[src/rtl/fetch_pkg.sv]
// Shared types and constants for the instruction fetch stage.
//   fetch_entry_t : instruction buffer payload {instr, pc}
//   fetch_state_e : fetch control state (HALT only reachable with FETCH_MISALIGN_CHECK_EN)
//   INSTR_BYTES   : PC increment per fetched word
package fetch_pkg;

    localparam int unsigned INSTR_BYTES = 4;

    typedef struct packed {
        logic [31:0] instr;
        logic [31:0] pc;
    } fetch_entry_t;

    typedef enum logic {
        RUN  = 1'b0,
        HALT = 1'b1
    } fetch_state_e;

endpackage

[src/rtl/fetch_fifo.sv]
// Synchronous FIFO with push, pop and flush; flush takes priority over both.
// Ports:
//   clk, rst           clock, asynchronous active-high reset
//   push_i / data_i    write request and payload (ignored when full unless popping)
//   pop_i              read request (ignored when empty)
//   flush_i            discard all entries this cycle
//   data_o             head entry (meaningful only when !empty_o)
//   count_o            number of stored entries
//   full_o / empty_o   occupancy flags
module fetch_fifo #(
    parameter int unsigned WIDTH = 64,
    parameter int unsigned DEPTH = 2
) (
    input  logic                       clk,
    input  logic                       rst,
    input  logic                       push_i,
    input  logic [WIDTH-1:0]           data_i,
    input  logic                       pop_i,
    input  logic                       flush_i,
    output logic [WIDTH-1:0]           data_o,
    output logic [$clog2(DEPTH+1)-1:0] count_o,
    output logic                       full_o,
    output logic                       empty_o
);

    localparam int unsigned PTR_W = (DEPTH > 1) ? $clog2(DEPTH) : 1;
    localparam int unsigned CNT_W = $clog2(DEPTH + 1);

    logic [WIDTH-1:0] mem_q [DEPTH];
    logic [PTR_W-1:0] wptr_q, wptr_d;
    logic [PTR_W-1:0] rptr_q, rptr_d;
    logic [CNT_W-1:0] count_q, count_d;
    logic             do_push_c;
    logic             do_pop_c;

    function automatic logic [PTR_W-1:0] ptr_inc(input logic [PTR_W-1:0] p);
        return (p == PTR_W'(DEPTH - 1)) ? '0 : p + PTR_W'(1);
    endfunction

    assign empty_o   = (count_q == '0);
    assign full_o    = (count_q == CNT_W'(DEPTH));
    assign count_o   = count_q;
    assign data_o    = mem_q[rptr_q];
    assign do_pop_c  = pop_i && !empty_o;
    // A full FIFO can still take a push when the head leaves in the same cycle.
    assign do_push_c = push_i && (!full_o || do_pop_c);

    // Pointer and occupancy next-state.
    always_comb begin
        wptr_d  = wptr_q;
        rptr_d  = rptr_q;
        count_d = count_q;
        if (flush_i) begin
            wptr_d  = '0;
            rptr_d  = '0;
            count_d = '0;
        end else begin
            if (do_push_c) wptr_d = ptr_inc(wptr_q);
            if (do_pop_c)  rptr_d = ptr_inc(rptr_q);
            count_d = count_q + CNT_W'(do_push_c) - CNT_W'(do_pop_c);
        end
    end

    always_ff @(posedge clk or posedge rst) begin
        if (rst) begin
            wptr_q  <= '0;
            rptr_q  <= '0;
            count_q <= '0;
        end else begin
            wptr_q  <= wptr_d;
            rptr_q  <= rptr_d;
            count_q <= count_d;
        end
    end

    // Storage needs no reset: reads are qualified by empty_o.
    always_ff @(posedge clk) begin
        if (do_push_c && !flush_i) mem_q[wptr_q] <= data_i;
    end

endmodule

[src/rtl/fetch_stage.sv]
// Instruction fetch stage: owns the PC, issues in-order word requests to
// instruction memory, buffers returned words and hands {instr, pc, pc+4}
// to decode over a valid/ready handshake. Redirects flush the buffer and
// mark every in-flight response as stale.
// Optional build macro FETCH_MISALIGN_CHECK_EN: a redirect to a target
// that is not word aligned raises sticky misaligned_o and halts fetch.
// Ports:
//   clk, rst                  clock, asynchronous active-high reset
//   imem_req_o / imem_addr_o  fetch request and word address
//   imem_gnt_i                memory accepts the request
//   imem_rvalid_i / _rdata_i  in-order read response
//   redirect_i / _pc_i        taken branch/jump and its target
//   id_valid_o / id_ready_i   decode handshake
//   instr_o, pc_o, pc_plus4_o head entry presented to decode
//   misaligned_o              misaligned redirect flag (0 unless macro defined)
module fetch_stage
    import fetch_pkg::*;
#(
    parameter logic [31:0] RESET_PC        = 32'h0000_0000,
    parameter int unsigned FIFO_DEPTH      = 2,
    parameter int unsigned MAX_OUTSTANDING = 2
) (
    input  logic        clk,
    input  logic        rst,
    output logic        imem_req_o,
    output logic [31:0] imem_addr_o,
    input  logic        imem_gnt_i,
    input  logic        imem_rvalid_i,
    input  logic [31:0] imem_rdata_i,
    input  logic        redirect_i,
    input  logic [31:0] redirect_pc_i,
    output logic        id_valid_o,
    input  logic        id_ready_i,
    output logic [31:0] instr_o,
    output logic [31:0] pc_o,
    output logic [31:0] pc_plus4_o,
    output logic        misaligned_o
);

    localparam int unsigned FCNT_W  = $clog2(FIFO_DEPTH + 1);
    localparam int unsigned OCNT_W  = $clog2(MAX_OUTSTANDING + 1);
    localparam int unsigned ENTRY_W = $bits(fetch_entry_t);

    fetch_state_e      state_q, state_d;
    logic [31:0]       fetch_pc_q, fetch_pc_d;
    logic [OCNT_W-1:0] drop_cnt_q, drop_cnt_d;

    logic [31:0]       tag_pc_c;
    logic [OCNT_W-1:0] outstanding_c;
    logic              tag_full_c;
    logic              tag_empty_c;

    fetch_entry_t      fifo_wdata_c;
    fetch_entry_t      head_c;
    logic [FCNT_W-1:0] fifo_count_c;
    logic              fifo_full_c;
    logic              fifo_empty_c;
    logic              fifo_push_c;
    logic              fifo_pop_c;
    logic              fifo_flush_c;

    logic              req_c;
    logic              issue_c;
    logic              rsp_c;

`ifdef FETCH_MISALIGN_CHECK_EN
    logic misaligned_q, misaligned_d;
`else
    logic unused_pc_lsb_c;
    assign unused_pc_lsb_c = ^redirect_pc_i[1:0];
`endif

    // Issue only when every in-flight response is guaranteed a buffer slot.
    assign req_c = !rst && (state_q == RUN) && !redirect_i && !tag_full_c &&
                   ((32'(outstanding_c) + 32'(fifo_count_c)) < 32'(FIFO_DEPTH));
    assign issue_c = req_c && imem_gnt_i;
    assign rsp_c   = imem_rvalid_i && !tag_empty_c;

    assign imem_req_o  = req_c;
    assign imem_addr_o = fetch_pc_q;

    // PC tags of issued requests; its occupancy is the outstanding count.
    // Never flushed: stale responses still have to retire their tag.
    fetch_fifo #(
        .WIDTH (32),
        .DEPTH (MAX_OUTSTANDING)
    ) u_tag_q (
        .clk     (clk),
        .rst     (rst),
        .push_i  (issue_c),
        .data_i  (fetch_pc_q),
        .pop_i   (rsp_c),
        .flush_i (1'b0),
        .data_o  (tag_pc_c),
        .count_o (outstanding_c),
        .full_o  (tag_full_c),
        .empty_o (tag_empty_c)
    );

    assign fifo_wdata_c = '{instr: imem_rdata_i, pc: tag_pc_c};

    fetch_fifo #(
        .WIDTH (ENTRY_W),
        .DEPTH (FIFO_DEPTH)
    ) u_ibuf (
        .clk     (clk),
        .rst     (rst),
        .push_i  (fifo_push_c),
        .data_i  (fifo_wdata_c),
        .pop_i   (fifo_pop_c),
        .flush_i (fifo_flush_c),
        .data_o  (head_c),
        .count_o (fifo_count_c),
        .full_o  (fifo_full_c),
        .empty_o (fifo_empty_c)
    );

    // Next-state: redirect overrides issue, response buffering and decode pop.
    always_comb begin
        state_d      = state_q;
        fetch_pc_d   = fetch_pc_q;
        drop_cnt_d   = drop_cnt_q;
        fifo_push_c  = 1'b0;
        fifo_pop_c   = 1'b0;
        fifo_flush_c = 1'b0;
`ifdef FETCH_MISALIGN_CHECK_EN
        misaligned_d = misaligned_q;
`endif
        if (redirect_i) begin
            fifo_flush_c = 1'b1;
            fetch_pc_d   = {redirect_pc_i[31:2], 2'b00};
            // Everything still in flight after this cycle is wrong-path;
            // earlier stale responses are already part of that set.
            drop_cnt_d   = outstanding_c - OCNT_W'(rsp_c);
`ifdef FETCH_MISALIGN_CHECK_EN
            if (redirect_pc_i[1:0] != 2'b00) begin
                state_d      = HALT;
                misaligned_d = 1'b1;
            end
`endif
        end else begin
            if (issue_c) fetch_pc_d = fetch_pc_q + 32'(INSTR_BYTES);
            if (rsp_c) begin
                if (drop_cnt_q != '0) begin
                    drop_cnt_d = drop_cnt_q - OCNT_W'(1);
                end else if ((state_q == RUN) && (!fifo_full_c || fifo_pop_c)) begin
                    fifo_push_c = 1'b1;
                end
            end
            fifo_pop_c = id_valid_o && id_ready_i;
        end
    end

    always_ff @(posedge clk or posedge rst) begin
        if (rst) begin
            state_q      <= RUN;
            fetch_pc_q   <= RESET_PC;
            drop_cnt_q   <= '0;
`ifdef FETCH_MISALIGN_CHECK_EN
            misaligned_q <= 1'b0;
`endif
        end else begin
            state_q      <= state_d;
            fetch_pc_q   <= fetch_pc_d;
            drop_cnt_q   <= drop_cnt_d;
`ifdef FETCH_MISALIGN_CHECK_EN
            misaligned_q <= misaligned_d;
`endif
        end
    end

    // Decode view of the head entry, zeroed while the buffer is empty.
    assign id_valid_o = !fifo_empty_c;
    assign instr_o    = id_valid_o ? head_c.instr : '0;
    assign pc_o       = id_valid_o ? head_c.pc : '0;
    assign pc_plus4_o = id_valid_o ? (head_c.pc + 32'(INSTR_BYTES)) : '0;

`ifdef FETCH_MISALIGN_CHECK_EN
    assign misaligned_o = misaligned_q;
`else
    assign misaligned_o = 1'b0;
`endif

endmodule

[config.mk]
export PLATFORM = sky130hd
export DESIGN_NAME = fetch_stage
export DESIGN_NICKNAME = d
export VERILOG_FILES = /design/src/rtl/fetch_pkg.sv /design/src/rtl/fetch_fifo.sv /design/src/rtl/fetch_stage.sv
export SDC_FILE = /design/constraint.sdc
export NUM_CORES = 1
export LEC_CHECK = 0
export CELL_PAD_IN_SITES_DETAIL_PLACEMENT = 1
export CELL_PAD_IN_SITES_GLOBAL_PLACEMENT = 1
export CORE_ASPECT_RATIO = 1.4
export CORE_MARGIN = 2
export CORE_UTILIZATION = 45
export DETAILED_ROUTE_END_ITERATION = 10
export GPL_TIMING_DRIVEN = 0
export PLACE_DENSITY = 0.92
export SYNTH_ARGS = -nofsm -noshare
export SYNTH_HDL_FRONTEND = slang
export SYNTH_SLANG_ARGS = --single-unit
export TNS_END_PERCENT = 5
[constraint.sdc]
create_clock -name clk -period 11.55 [get_ports clk]
set_input_delay 1.155 -clock clk [delete_from_list [all_inputs] [get_ports clk]]
set_output_delay 1.155 -clock clk [all_outputs]
set_load 0.01 [all_outputs]
==> results of run 1 <==
[critical path, cell delays in order (launching register included)]
cell and delay, ns:
dfrtp_1 0.40, buf_6 0.15, buf_8 0.14, mux2i_1 0.22, inv_1 0.14, ha_1 0.21, and2_1 0.16, clkbuf_1 0.37
nand4_2 0.32, nor2_1 0.29, mux2_2 0.38, clkdlybuf4s50_1 0.48
[cells by family after synthesis]
group / after synthesis / synth area share
adders and majority gates: 8 / 0.0104
other: 1 / 0.000364
DFF: 224 / 0.633
and+or+nand+nor: 276 / 0.136
AOI/OAI and AO/OA: 100 / 0.0698
muxes: 99 / 0.101
buffers and inverters: 61 / 0.0285
xor gates and xnor gates: 24 / 0.0204
[power by group]
part	total [mW]	internal, mW	leakage (nW)	switching, mW
Clock	0.653	0.358	0.314	0.296
Combinational	0.400	0.186	2.05	0.214
Sequential	1.02	0.958	2.15	0.0582
Total	2.07	1.50	4.52	0.568
[state kept, by name (all words and copies together), names as in the netlist]
signal and flops:
u_ibuf.mem_q 124, u_tag_q.wptr_q 1, u_ibuf.wptr_q 1, u_tag_q.mem_q 60
u_tag_q.rptr_q 1, u_ibuf.count_o 2, u_tag_q.count_o 2, imem_addr_o 30
u_ibuf.rptr_q 1, drop_cnt_q 2
[layout make-up]
cell class,count,share of cell area
inverter,18,0.00509
clock inverter,12,0.00669
clock buffer,24,0.0404
timing repair buffer,191,0.145
tap,301,0.0284
sequential,224,0.492
buffer,43,0.0171
multi-input combinational,514,0.266
[cells in the mapped netlist (5+ instances only)]
cell	number
and2_1	13
ha_1	7
and3_1	6
edfxtp_1	184
nor2b_1	5
nand2_1	60
mux2_2	36
a21oi_1	10
buf_2	10
xnor2_1	19
nor3_1	12
nor4_1	5
o21ai_0	24
nor2_1	98
mux2i_1	59
clkbuf_1	17
nand3_1	39
buf_4	7
dfrtp_1	40
nand2b_1	5
o211ai_1	14
nand4_1	12
o311ai_0	10
inv_1	17
xor2_1	5
buf_1	6
[through the flow]
stage | hold WS, ns | cell area, um^2 | std cells | utilization
floorplan | 0.460 | 10300 | 799 | -
global placement | 0.469 | 12600 | 1290 | 0.560
detailed placement | 0.520 | 12600 | 1291 | 0.561
CTS | 0.514 | 13300 | 1327 | 0.589
global route | 0.528 | 13300 | 1327 | 0.589
finish | 0.518 | 13300 | 1327 | 0.589
[layer usage]
layer,global-route usage,vias to the layer above,part of all wire
li1,-,3380,-
met1,0.274,3755,0.36
met2,0.482,303,0.54
met3,0.0254,101,0.048
met4,0.144,0,0.053
met5,0,-,0
[path summary, 6_finish.rpt]
kind | startpoint | to | slack [ns] | cells after the start
min reg2reg | imem_addr_o[12] | u_tag_q.mem_q[0][12] | 0.52 | 0
max in group asynchronous | rst | imem_addr_o[29] | 9.76 | 2
min in group asynchronous | rst | imem_addr_o[18] | 1.22 | 2
min | imem_addr_o[12] | u_tag_q.mem_q[0][12] | 0.52 | 0
max | u_ibuf.rptr_q | pc_plus4_o[28] | 6.64 | 11
max reg2reg | u_ibuf.count_o[0] | u_tag_q.mem_q[0][25] | 8.15 | 6
==> flow_summary.toml, run 1 <==
[route]
vias = 7539
vias_per_cell = 5.68
firstDrtPassIters = 5
drt_iter0_markers = 386
totalWireLength_um = 30500
drc = 0
wl_per_cell_um = 23.0
ant_nets = 0

[cells_and_area]
nFillCells = 2299
nNetsFinal = 1091
drive_above_1_share = 0.108
final_common_cell = "clkdlybuf4s50_1"
regArea_um2 = 6530
multi_input_area_um2 = 3530
n_antenna_cell = 0
areaGrowthSynthToFinish_pct = 28.8
mostFrequentLayoutCells = "clkdlybuf4s50_1 (190), edfxtp_1 (184), nor2_1 (97), nand2_1 (60), mux2i_1 (59)"

[sta]
max_slew_margin = 0.348
min_period_ns = 4.91
worst_pin_slew_ns = 0.976
fmax_mhz = 204
setup_violations = 0
drv_slew = 0
hold_viol = 0
final.setup.tns_ns = 0
setup_ws_ns = 6.64
fin_crit_sh = 0.425
fin_skew_ns = 0.0119
rsz0062_at_grt = "false"

[placement]
gp_congestion = 0.871
dp_slack_ns = 7.19
io_buffers = 190
hpwl_um = 21600

[clock_network]
cts_resized = 0
root_buffer = "clkbuf_16"
postCtsHoldBufs = 0
clk_pin_slew_ns = 0.07
cts_num_sinks = 224
cts_buffers = 21
h-tree-depth = 1
post_cts_buffers = 0
cts_tree = "yes"
clk_latency_ns = 0.50
cts_buffer_depth = 3

[yosys]
seq_area_frac_synth = 0.633
avgSynthCellArea_um2 = 13.0
synth.top_cell.area_share = 0.536
async_reset_ff_frac = 0.179
synth_edf_count = 184
netlist_top_cells_area = "edfxtp_1 (54%), dfrtp_1 (9.7%), mux2i_1 (5.7%), mux2_2 (3.9%), nor2_1 (3.6%)"
synth_cells = 793
yosys.area.top_type = "edfxtp_1"
syn-cell-area_um2 = 10300
yosysWarnings = 0
ys_seq_elements = 224
ys.flop_type = "edfxtp_1"
synthDistinctLibCells = 70

[power_and_ir_drop]
p_leak_nw = 4.52
power.total_mw = 2.07
powerDensity_nw_per_um2 = 156
ir_drop_uv = 102

[floorplanning]
core-area_um2 = 22500
num_rows = 65
fp.dieH_um = 183
start_util = 0.458
dieWidth_um = 132
dieArea_um2 = 24200
ios = 201

[worst_setup_path]
cp-start-kind = "flip-flop"
worstPathRequired_ns = 10.40
cp.arrival_ns = 3.75
crit_fanout = 10
end_kind = "primary output"
worstSetupPathType = "flip-flop to primary output"

[global_routing]
grt_start_max_net_pins = 63
antenna_found_initial = 0
grt.overflow.total = 0
grt_pass1_wl_um = 47600
track_usage = 0.254
grt_pass1_vias = 8278

[run_status]
status = "finished, final reports clean"

[run]
cap_viol_max_count = 0

[min_path]
hp-class = "flip-flop to flip-flop"
(Power assumes the default switching activity.)
==> run 2, diff against run 1 <==
--- a/config.mk
+++ b/config.mk
@@ -9,10 +9,10 @@
 export CELL_PAD_IN_SITES_GLOBAL_PLACEMENT = 1
 export CORE_ASPECT_RATIO = 1.4
 export CORE_MARGIN = 2
-export CORE_UTILIZATION = 45
+export CORE_UTILIZATION = 38
 export DETAILED_ROUTE_END_ITERATION = 10
 export GPL_TIMING_DRIVEN = 0
-export PLACE_DENSITY = 0.92
+export PLACE_DENSITY = 0.84
 export SYNTH_ARGS = -nofsm -noshare
 export SYNTH_HDL_FRONTEND = slang
 export SYNTH_SLANG_ARGS = --single-unit
==> constraint.sdc (replaced) <==
create_clock -name clk -period 3.94 [get_ports clk]
set_input_delay 0.394 -clock clk [delete_from_list [all_inputs] [get_ports clk]]
set_output_delay 0.394 -clock clk [all_outputs]
set_load 0.01 [all_outputs]
==> flow_summary.toml, run 2 (synthesis gave the netlist of run 1 again) <==
[cells_and_area]
areaGrowthSynthToFinish_pct = 31.5
nFillCells = 2730
largest_reg_flops = 124
mostFrequentLayoutCells = "clkdlybuf4s50_1 (190), edfxtp_1 (184), nor2_1 (97), nand2_1 (60), mux2i_1 (58)"
regArea_um2 = 6530
drive_above_1_share = 0.116
multi_input_area_um2 = 3540
postLayoutCoreUtil = 0.507
n_antenna_cell = 0
final_cells = 1395
final_common_cell = "clkdlybuf4s50_1"
regMostFlops = "u_ibuf.mem_q"
fin_area_um2 = 13600
nNetsFinal = 1092

[clock_network]
h-tree-depth = 1
cts_tree = "yes"
root_buffer = "clkbuf_16"
cts_num_sinks = 224
clk_latency_ns = 0.50
post_cts_buffers = 0
cts_buffers = 22
cts_buffer_depth = 3
clk_pin_slew_ns = 0.06

[floorplanning]
core-area_um2 = 26700
dieArea_um2 = 28500
ios = 201
dieWidth_um = 143
fp.dieH_um = 199
num_rows = 71
start_util = 0.386

[route]
ant_nets = 0
firstDrtPassIters = 4
totalWireLength_um = 28400
vias = 7279
drt_iter0_markers = 305
drc = 0
wl_per_cell_um = 20.4
vias_per_cell = 5.22

[worst_setup_path]
cp-start-kind = "flip-flop"
cp.arrival_ns = 3.40
crit_fanout = 10
worstSetupPathType = "flip-flop to primary output"
worstPathRequired_ns = 3.55
end_kind = "primary output"

[power_and_ir_drop]
powerDensity_nw_per_um2 = 472
power.total_mw = 6.40
p_int_mw = 4.77
p_switching_mw = 1.63
p_leak_nw = 4.59
power_frac_seq = 0.464
ir_drop_uv = 267
power_frac_clock = 0.355
switching_share = 0.255
p_comb_frac = 0.182

[min_path]
hp-class = "input port to flip-flop"

[global_routing]
grt_pass1_vias = 7834
track_usage = 0.197
grt.overflow.total = 0
antenna_found_initial = 0
grt_start_max_net_pins = 63
grt_pass1_wl_um = 43600

[placement]
gp_congestion = 0.867
io_buffers = 190
hpwl_um = 21600
post_dp_cell_area_um2 = 12800
dp_cells = 1356

[sta]
min_period_ns = 3.79
fin_skew_ns = 0.0131
hold_viol = 0
final.setup.tns_ns = 0
worst_pin_slew_ns = 0.919
setup_violations = 0
rsz0062_at_grt = "true"
fmax_mhz = 264
fin_crit_sh = 0.963
drv_slew = 0
max_slew_margin = 0.387

[run]
cap_viol_max_count = 0

[run_status]
status = "finished, final reports clean"
[run 2: through the flow]
step | worst slack [ns] | hold WS, ns
final | 0.147 | 0.469
after global routing | -0.0231 | 0.468
after CTS | 0.00932 | 0.454
after detailed placement | 0.219 | 0.529
after global placement | -0.774 | 0.473
after floorplan | 0.502 | 0.460
[run 2: path summary, 6_finish.rpt]
path | from | to | slack [ns] | depth (start not counted)
setup / recovery | u_ibuf.rptr_q | pc_plus4_o[30] | 0.15 | 8
hold / removal | redirect_pc_i[5] | imem_addr_o[5] | 0.47 | 3
setup reg to reg | u_ibuf.count_o[0] | u_tag_q.mem_q[1][31] | 0.70 | 7
hold reg to reg | imem_addr_o[12] | u_tag_q.mem_q[1][12] | 0.54 | 0
max in group asynchronous | rst | imem_addr_o[2] | 2.89 | 2
min in group asynchronous | rst | u_tag_q.count_o[1] | 0.48 | 2
[run 2: power by group through the flow]
stage | Clock [mW] | Combinational, mW | Sequential (mW)
6_report | 2.27 | 1.16 | 2.97
3_5_place_dp | 0 | 1.16 | 3.02
2_1_floorplan | 0 | 0.666 | 2.98
3_3_place_gp | 0 | 1.10 | 3.00
4_1_cts | 2.32 | 1.17 | 2.97
5_1_grt | 2.39 | 1.27 | 2.99
[run 2: layout make-up]
class / instances / share of cell area
Buffer: 42 / 0.0166
Timing Repair Buffer: 192 / 0.144
Inverter: 18 / 0.00499
Clock buffer: 29 / 0.0441
Tap cell: 365 / 0.0337
Multi-Input combinational cell: 514 / 0.261
Sequential cell: 224 / 0.482
Clock inverter: 11 / 0.0139
[run 2: repair_timing]
action / 4_1_cts / 5_1_grt
hold endpoints to repair: 0 / 0
endpoints found under the setup margin: 4 / 6
hold buffers: 0 / 0
gates resized for setup: 0 / 4
[run 2: critical path, cell delays in order (launching register included)]
cell	delay, ns
dfrtp_1	0.34
buf_6	0.14
buf_2	0.22
nand3_1	0.17
a222oi_1	0.67
nand2_2	0.16
o31a_1	0.32
nor3_1	0.28
clkdlybuf4s50_1	0.60
[run 2: per-layer routing]
| layer | track usage | routed length (um) |
|---|---|---|
| met1 | 0.216 | 10500 |
| met2 | 0.381 | 15700 |
| met3 | 0.0202 | 1130 |
| met4 | 0.0846 | 1130 |
| met5 | 0 | 0 |
==> run 3, diff against run 2 <==
--- a/config.mk
+++ b/config.mk
@@ -13,7 +13,8 @@
 export DETAILED_ROUTE_END_ITERATION = 10
 export GPL_TIMING_DRIVEN = 0
 export PLACE_DENSITY = 0.84
+export SETUP_SLACK_MARGIN = 0.3
 export SYNTH_ARGS = -nofsm -noshare
 export SYNTH_HDL_FRONTEND = slang
 export SYNTH_SLANG_ARGS = --single-unit
-export TNS_END_PERCENT = 5
+export TNS_END_PERCENT = 10
==> flow_summary.toml, run 3 (synthesis gave the netlist of run 1 again) <==
[route]
firstDrtPassIters = 4
wl_per_cell_um = 20.4
vias_per_cell = 5.24
drc = 0
ant_nets = 0
vias = 7335
totalWireLength_um = 28600
drt_iter0_markers = 356

[worst_setup_path]
r2r_cells = 7
cp.arrival_ns = 3.26
worstSetupPathType = "flip-flop to primary output"
end_kind = "primary output"
worstPathRequired_ns = 3.55
cp-start-kind = "flip-flop"
crit_fanout = 10

[sta]
worst_pin_slew_ns = 0.913
hold_viol = 0
fin_crit_sh = 0.928
setup_violations = 0
rsz0062_at_grt = "true"
drv_slew = 0
fmax_mhz = 273
max_slew_margin = 0.391
min_period_ns = 3.66
holdWs_ns = 0.466
fin_skew_ns = 0.0112

[floorplanning]
num_rows = 71
dieArea_um2 = 28500
core-area_um2 = 26700
dieWidth_um = 143
start_util = 0.386
fp.dieH_um = 199
ios = 201

[cells_and_area]
largest_reg_flops = 124
multi_input_area_um2 = 3600
nFillCells = 2719
nNetsFinal = 1098
n_antenna_cell = 0
areaGrowthSynthToFinish_pct = 32.6
regMostFlops = "u_ibuf.mem_q"
final_common_cell = "clkdlybuf4s50_1"
mostFrequentLayoutCells = "clkdlybuf4s50_1 (187), edfxtp_1 (184), nor2_1 (96), nand2_1 (60), mux2i_1 (57)"
regArea_um2 = 6530
final_cells = 1401
drive_above_1_share = 0.125

[power_and_ir_drop]
p_leak_nw = 4.68
power_frac_clock = 0.354
p_switching_mw = 1.64
p_int_mw = 4.77
ir_drop_uv = 269
switching_share = 0.256
power_frac_seq = 0.463
powerDensity_nw_per_um2 = 469
p_comb_frac = 0.183

[clock_network]
h-tree-depth = 1
postCtsHoldBufs = 0
clk_latency_ns = 0.50
cts_buffer_depth = 3
clk_pin_slew_ns = 0.06
cts_buffers = 22
cts_num_sinks = 224
cts_tree = "yes"
root_buffer = "clkbuf_16"

[global_routing]
grt.overflow.total = 0
grt_pass1_vias = 7860
antenna_found_initial = 0
track_usage = 0.198
grt_start_max_net_pins = 63
grt_pass1_wl_um = 43800

[run]
cap_viol_max_count = 0

[run_status]
status = "finished, final reports clean"

[placement]
gp_congestion = 0.867
hpwl_um = 21600
io_buffers = 190
dp_cells = 1356

[min_path]
hold_depth = 3
hp-class = "input port to flip-flop"
==> run 3: cell types whose count changed in the layout (fill, tap and decap cells not counted), sizes merged <==
| cell | delta |
|---|---|
| buf | +6 |
| clkdlybuf4s50 | -3 |
| dlymetal6s2s | +2 |
| dlygate4sd2 | +1 |
==> run 3: power by group through the flow <==
stage | Sequential, mW | Combinational (mW) | Clock [mW]
floorplan | 2.98 | 0.666 | 0
global placement | 3.00 | 1.10 | 0
detailed placement | 3.02 | 1.16 | 0
CTS | 2.97 | 1.18 | 2.32
global route | 2.99 | 1.28 | 2.39
finish | 2.97 | 1.17 | 2.27
==> run 3: critical path, cell delays in order, from the launching register on <==
cell	delay, ns
dfrtp_1	0.37
buf_6	0.14
buf_8	0.15
mux2i_4	0.20
buf_4	0.15
nor4_4	0.12
buf_4	0.18
nand4_4	0.23
nor3_1	0.32
mux2_1	0.39
clkdlybuf4s50_1	0.50
==> run 3: repair_timing <==
| action | CTS | global route |
|---|---|---|
| pin swaps | 1 | 2 |
| cloned | 0 | 0 |
| resized for setup | 9 | 11 |
| setup endpoints to repair | 78 | 74 |
| setup buffers | 2 | 3 |
==> run 3: final cells by class <==
cell class | count | share of cell area
sequential | 224 | 0.477
multi-input combinational | 514 | 0.263
timing repair buffer | 197 | 0.146
clock buffer | 29 | 0.0437
tap | 365 | 0.0334
buffer | 43 | 0.0172
clock inverter | 11 | 0.0138
inverter | 18 | 0.00494
==> run 3: path summary, 6_finish.rpt <==
kind	from	to	slack, ns
max	u_ibuf.rptr_q	pc_plus4_o[23]	0.28
min in group asynchronous	rst	u_tag_q.count_o[1]	0.48
max reg2reg	u_ibuf.count_o[0]	u_tag_q.mem_q[1][31]	0.68
min	redirect_pc_i[14]	imem_addr_o[14]	0.47
max in group asynchronous	rst	imem_addr_o[2]	2.89
min reg2reg	imem_addr_o[12]	u_tag_q.mem_q[1][12]	0.54
==> run 3: per-layer routing <==
layer / routed length, um / share of wire / up-vias / track usage
li1: - / - / 3396 / -
met1: 10500 / 0.37 / 3619 / 0.215
met2: 15800 / 0.55 / 255 / 0.382
met3: 1220 / 0.043 / 65 / 0.0205
met4: 1130 / 0.040 / 0 / 0.0875
met5: 0 / 0 / - / 0
==> run 3: per-stage QoR <==
step | worst slack (ns) | utilization | cell area [um^2] | power (mW) | setup TNS [ns]
final | 0.282 | 0.511 | 13700 | 6.42 | 0
after global routing | 0.183 | 0.511 | 13700 | 6.66 | 0
after CTS | 0.181 | 0.508 | 13600 | 6.46 | 0
after detailed placement | 0.219 | 0.477 | 12800 | 4.18 | 0
after global placement | -0.774 | 0.475 | 12700 | 4.10 | -87.77
after floorplan | 0.502 | - | 10300 | 3.64 | 0
